===== config.mk =====
export PLATFORM = sky130hd
export DESIGN_NAME = idelay_ctrl_seq
export DESIGN_NICKNAME = d
export VERILOG_FILES = /design/src/rtl/idelay_ctrl_seq.sv
export SDC_FILE = /design/constraint.sdc
export NUM_CORES = 1
export LEC_CHECK = 0
export CAP_MARGIN = 20
export CORE_MARGIN = 4
export CORE_UTILIZATION = 56
export DETAILED_ROUTE_END_ITERATION = 10
export GPL_ROUTABILITY_DRIVEN = 0
export PLACE_DENSITY = 0.77
export SLEW_MARGIN = 40
export SYNTH_ARGS = -nofsm -noshare
export SYNTH_HDL_FRONTEND = slang
export SYNTH_SLANG_ARGS = --single-unit

===== constraint.sdc =====
create_clock -name refclk -period 3.4 [get_ports refclk]
set_input_delay 1.02 -clock refclk [delete_from_list [all_inputs] [get_ports refclk]]
set_output_delay 1.02 -clock refclk [all_outputs]
set_load 0.01 [all_outputs]

===== src/rtl/idelay_ctrl_seq.sv =====
// idelay_ctrl_seq
// -----------------------------------------------------------------------------
// Bring-up sequencer for an IDELAYCTRL instance. It sits in the IDELAYCTRL
// reference-clock domain and does the following:
//   - drives a calibration reset of fixed width;
//   - waits, with a timeout, for RDY to come back;
//   - retries a bounded number of times;
//   - reports ready / fail status.
// The sequence runs again when RDY is lost while ready, or when a restart is
// requested.
//
// Ports:
//   refclk    in   IDELAYCTRL reference clock (only clock)
//   rst_n     in   asynchronous active-low reset
//   restart   in   single-cycle request to re-run calibration from any state
//   rdy       in   IDELAYCTRL RDY (asynchronous, synchronized internally)
//   idc_rst   out  reset to IDELAYCTRL, active high
//   ready     out  calibration complete and RDY currently held
//   busy      out  sequencer in RST or WAIT
//   fail      out  retries exhausted (sticky until restart / rst_n)
//   rdy_lost  out  one-cycle pulse when RDY drops while ready
//   retry_cnt out  retries consumed in the current sequence
// -----------------------------------------------------------------------------
module idelay_ctrl_seq #(
  parameter int RST_CYCLES     = 64,
  parameter int TIMEOUT_CYCLES = 4096,
  parameter int MAX_RETRIES    = 3,
  parameter int CNT_WIDTH      = 16,
  parameter int RETRY_WIDTH    = 2
) (
  input  logic                   refclk,
  input  logic                   rst_n,
  input  logic                   restart,
  input  logic                   rdy,
  output logic                   idc_rst,
  output logic                   ready,
  output logic                   busy,
  output logic                   fail,
  output logic                   rdy_lost,
  output logic [RETRY_WIDTH-1:0] retry_cnt
);

  localparam logic [CNT_WIDTH-1:0]   RST_LAST  = CNT_WIDTH'(RST_CYCLES - 1);
  localparam logic [CNT_WIDTH-1:0]   TO_LAST   = CNT_WIDTH'(TIMEOUT_CYCLES - 1);
  localparam logic [CNT_WIDTH-1:0]   STALE_CNT = CNT_WIDTH'(3);
  localparam logic [CNT_WIDTH-1:0]   CNT_ONE   = CNT_WIDTH'(1);
  localparam logic [RETRY_WIDTH-1:0] RETRY_MAX = RETRY_WIDTH'(MAX_RETRIES);
  localparam logic [RETRY_WIDTH-1:0] RETRY_ONE = RETRY_WIDTH'(1);

  typedef enum logic [1:0] {
    S_RST   = 2'd0,
    S_WAIT  = 2'd1,
    S_READY = 2'd2,
    S_FAIL  = 2'd3
  } state_t;

  state_t                 state_q,     state_d;
  logic [CNT_WIDTH-1:0]   cnt_q,       cnt_d;
  logic [RETRY_WIDTH-1:0] retry_cnt_q, retry_cnt_d;
  logic                   rdy_lost_q,  rdy_lost_d;
  logic                   rdy_meta_q;
  logic                   rdy_s_q;
  logic                   idc_rst_q;
  logic                   ready_q;
  logic                   busy_q;
  logic                   fail_q;

  // Next-state / counter logic. restart overrides every other transition,
  // including a coincident RDY drop, which is why it is tested first.
  always_comb begin
    state_d     = state_q;
    cnt_d       = cnt_q;
    retry_cnt_d = retry_cnt_q;
    rdy_lost_d  = 1'b0;

    if (restart) begin
      state_d     = S_RST;
      cnt_d       = '0;
      retry_cnt_d = '0;
    end else begin
      case (state_q)
        S_RST: begin
          cnt_d = cnt_q + CNT_ONE;
          if (cnt_q == RST_LAST) begin
            state_d = S_WAIT;
            cnt_d   = '0;
          end
        end

        S_WAIT: begin
          cnt_d = cnt_q + CNT_ONE;
          // The first three WAIT cycles ignore rdy_s. This lets any RDY level
          // left over from before the reset drain out of the synchronizer.
          if ((cnt_q >= STALE_CNT) && rdy_s_q) begin
            state_d = S_READY;
            cnt_d   = '0;
          end else if (cnt_q == TO_LAST) begin
            cnt_d = '0;
            if (retry_cnt_q < RETRY_MAX) begin
              retry_cnt_d = retry_cnt_q + RETRY_ONE;
              state_d     = S_RST;
            end else begin
              state_d = S_FAIL;
            end
          end
        end

        S_READY: begin
          cnt_d = '0;
          if (!rdy_s_q) begin
            rdy_lost_d  = 1'b1;
            retry_cnt_d = '0;
            state_d     = S_RST;
          end
        end

        default: begin
          // S_FAIL: park here until restart.
          cnt_d = '0;
        end
      endcase
    end
  end

  // All state, the synchronizer and the registered outputs. The outputs are
  // decoded from state_d so that each output flop always matches state_q.
  always_ff @(posedge refclk or negedge rst_n) begin
    if (!rst_n) begin
      rdy_meta_q  <= 1'b0;
      rdy_s_q     <= 1'b0;
      state_q     <= S_RST;
      cnt_q       <= '0;
      retry_cnt_q <= '0;
      rdy_lost_q  <= 1'b0;
      idc_rst_q   <= 1'b1;
      busy_q      <= 1'b1;
      ready_q     <= 1'b0;
      fail_q      <= 1'b0;
    end else begin
      rdy_meta_q  <= rdy;
      rdy_s_q     <= rdy_meta_q;
      state_q     <= state_d;
      cnt_q       <= cnt_d;
      retry_cnt_q <= retry_cnt_d;
      rdy_lost_q  <= rdy_lost_d;
      idc_rst_q   <= (state_d == S_RST);
      busy_q      <= (state_d == S_RST) || (state_d == S_WAIT);
      ready_q     <= (state_d == S_READY);
      fail_q      <= (state_d == S_FAIL);
    end
  end

  assign idc_rst   = idc_rst_q;
  assign ready     = ready_q;
  assign busy      = busy_q;
  assign fail      = fail_q;
  assign rdy_lost  = rdy_lost_q;
  assign retry_cnt = retry_cnt_q;

endmodule


==> summary.md <==
| Metric | Value |
|---|---|
| Status | `finished, final reports clean` |
| Clock buffer depth | `2` |
| Area growth syn-to-layout | `11.24%` |
| Hold Path Sink | `rdy_s_q` |
| Global-route usage over all layers | `0.1697` |
| Leakage | `0.6056 nW` |
| Minimum clock period | `about 2.6 ns` |
| Slew margin rel. | `0.5670` |
| Slew Viols, Final | `0` |
| Arr. time, crit path | `about 2.8 ns` |
| Maxcap violations | `0` |
| Seq pwr share | `0.668` |
| Nets | `approximately 140` |
| Req. time, crit path | `between 3 and 4 ns` |
| Seq/Total Area, Yosys | `0.5207` |
| Setup bufs post-CTS | `0` |
| Critical path's largest stage delay | `around 0.55 ns` |
| Die Y | `~56 µm` |
| Worst skew pair latency | `0.33 ns` |
| Comb pwr share | `0.049` |
| Cells resized by post-CTS repair | `0` |
| Worst hold path depth | `0` |
| Die Area | `~3200 µm²` |
| CTS clock-pin slew for the worst setup and hold paths | `roughly 0.15 ns` |
| IO buf count | `10` |
| H-tree depth | `1` |
| Ys flop type | `dfrtp_1` |
| Antenna Nets Post-Route | `0` |
| Overall routed net length | `around 2.3 mm` |
| Hold Startpoint | `rdy_meta_q` |
| Tightest Hold Check Type | `flip-flop to flip-flop` |
| Synthesized area | `between 1000 and 1500 µm²` |
| Sum Neg Setup Slack | `0 ns` |
| Pre-antenna DRT Iters | `4` |
| Iteration-0 DRC Markers | `12` |
| Kind of critical path | `flip-flop to flip-flop` |
| Asr flop ratio synth | `1.000` |
| Num CTS Buffers | `3` |
| Worst-Margin Slew | `between 0.6 and 0.7 ns` |
| Synthesized instance count | `120` |
| Drt via density | `5.677` |
| Avg Synthesized Cell Area | `about 11 µm²` |
| VDD IR-drop max | `0.3348 mV` |
| Final hold vios | `0` |
| Internal power | `0.3806 mW` |
| Top post-synthesis cells by area | `dfrtp_1, nor3_1, xor2_1, dfstp_2, xnor2_1` |
| Die X | `between 50 and 60 µm` |
| Unrepaired setup endpoints after global routing | `no` |
| Reg2Reg Launch Point | `cnt_q[12]` |
| Yosys top cell by area | `dfrtp_1` |
| Setup Viol. Count Final | `0` |
| I/O pins | `11` |
| CTS tree | `yes` |
| Max Clk Rate | `381.4 MHz` |
| Placed wire-length estimate | `1.714 mm` |
| Clk pwr share | `0.283` |
| Tcrit/Tclk final | `0.7711` |
| Largest net degree at the start of global routing | `28` |
| Critical-path top delay cell | `or4_4` |
| Kind of start point of the critical path | `flip-flop` |
| First-pass GRT wire length | `4.257 mm` |
| Sw frac | `0.2301` |
| Root buf cell | `clkbuf_4` |
| Placement row count | `17` |
| Reg-to-reg slack, setup | `0.78 ns` |
| Mapped Nets | `126` |
| Layout cell share with drive strength beyond 1 | `0.1385` |
| Core area | `roughly 2200 µm²` |
| Reg-to-Reg End | `cnt_q[2]` |
| Initial antenna violation count | `0` |
| Yosys top cell area share | `0.4803` |
| Net switching power | `0.1138 mW` |
| Number of enable flip-flop cells after synthesis | `0` |
| # DRC | `0` |
| Post-synthesis cell type count | `32` |
| Sink Count | `27` |
| Synth warn | `0` |
| Hold_buf cts | `0` |
| Hold slack | `between 0.3 and 0.4 ns` |
| Starting density of the core | `0.5888` |
| GR Overflow Total | `0` |
| Max FO, Critical Path | `16` |
| Routed wire per std cell | `approximately 14 µm` |
| Register-to-Register Path Depth | `5` |
| Crit-path cells | `or4_4 > or4_4 > nor3_1 > a2bb2oi_2 > nor3_1` |
| CP Capture Type | `flip-flop` |
| Max Clock Skew | `0.006971 ns` |
| Power per cell area | `around 340 nW/µm²` |
| Total number of vias | `between 800 and 900` |
| #FFs+latches synth | `27` |
| Number of global-route vias before repair | `around 900` |
| Ant. Diodes | `0` |
==> cells by family (layout without fill, tap and decap cells) <==
family	Yosys count	after routing	share of synthesized area
flops	27	27	0.5207
simple gates	59	59	0.2527
mux	2	2	0.01729
xor+xnor	14	14	0.09414
fa+ha+maj	2	2	0.01921
compound gates	8	8	0.06724
buf+inv	8	18	0.02881
==> final cells by class <==
type,instances,area (µm²)
inverters,3,11.26
clock buffers,3,22.52
flip-flops and latches,27,678.2
repair buffers,11,107.6
clock inverters,1,7.507
well taps,28,35.03
fillers,171,763.2
multi-input cells,85,586.8
==> worst max-delay path, delay by kind of cell, from the launching register on <==
kind            cells  cell delay (ns)
simple gates        4             1.50
flops               1             0.44
compound gates      1             0.55
==> layer usage <==
layer	part of all wire	global-route usage
met1	0.47	0.2252
met2	0.47	0.2638
met3	0.037	0.05104
met4	0.024	0.05763
met5	0	0
==> power by group through the flow <==
stage,clock network (mW),registers (mW),logic (mW)
finish,0.140,0.330,0.0240
global route,0.159,0.331,0.0278
CTS,0.145,0.331,0.0245
detailed placement,0,0.336,0.0246
global placement,0,0.336,0.0241
floorplan,0,0.335,0.0128
==> layout by cell type (no fill, tap or decap), drive strengths merged, types with 4 or more instances in the layout <==
master / instances
dfrtp: 25
nor3: 22
clkdlybuf4s50: 10
xor2: 8
nand2: 7
xnor2: 6
nand3: 5
nor2: 5
nand4: 4
nor3b: 4
==> stage by stage <==
step	utilization	setup slack, ns	cell area (µm²)	std cells	power (mW)
6_report	0.6550	0.7783	1449	158	0.4944
5_1_grt	0.6550	0.5625	1449	158	0.5182
4_1_cts	0.6550	0.7561	1449	158	0.5003
3_5_place_dp	0.6414	0.7777	1419	154	0.3611
3_3_place_gp	0.6414	0.8116	1419	154	0.3602
2_1_floorplan	-	1.067	1303	120	0.3481
==> sequential cells by signal, summed over array words and instances, names as in the netlist <==
register    count
state_q         2
cnt_q          16
rdy_meta_q      1
retry_cnt       2
fail            1
idc_rst         1
rdy_s_q         1
busy            1
rdy_lost        1
ready           1
==> worst max path at each step <==
stage | startpoint | endpoint | slack (ns)
final | cnt_q[12] | cnt_q[2] | 0.78
after global routing | cnt_q[12] | cnt_q[14] | 0.56
after CTS | cnt_q[12] | cnt_q[14] | 0.76
after detailed placement | cnt_q[12] | cnt_q[14] | 0.78
after global placement | cnt_q[12] | cnt_q[14] | 0.81
after floorplan | cnt_q[12] | cnt_q[10] | 1.07
==> synthesized netlist by cell type, types with 2 or more instances <==
library cell   n
nor4_1         2
xor2_1         8
mux2_2         2
nor3_1        22
dfstp_2        2
ha_1           2
or4_4          2
nor3b_1        4
nand4_1        4
nor2_1         5
inv_1          3
nand2_1        7
dfrtp_1       25
nand3_1        5
clkbuf_1       3
a21oi_1        3
xnor2_1        6
(Power assumes the default switching activity.)
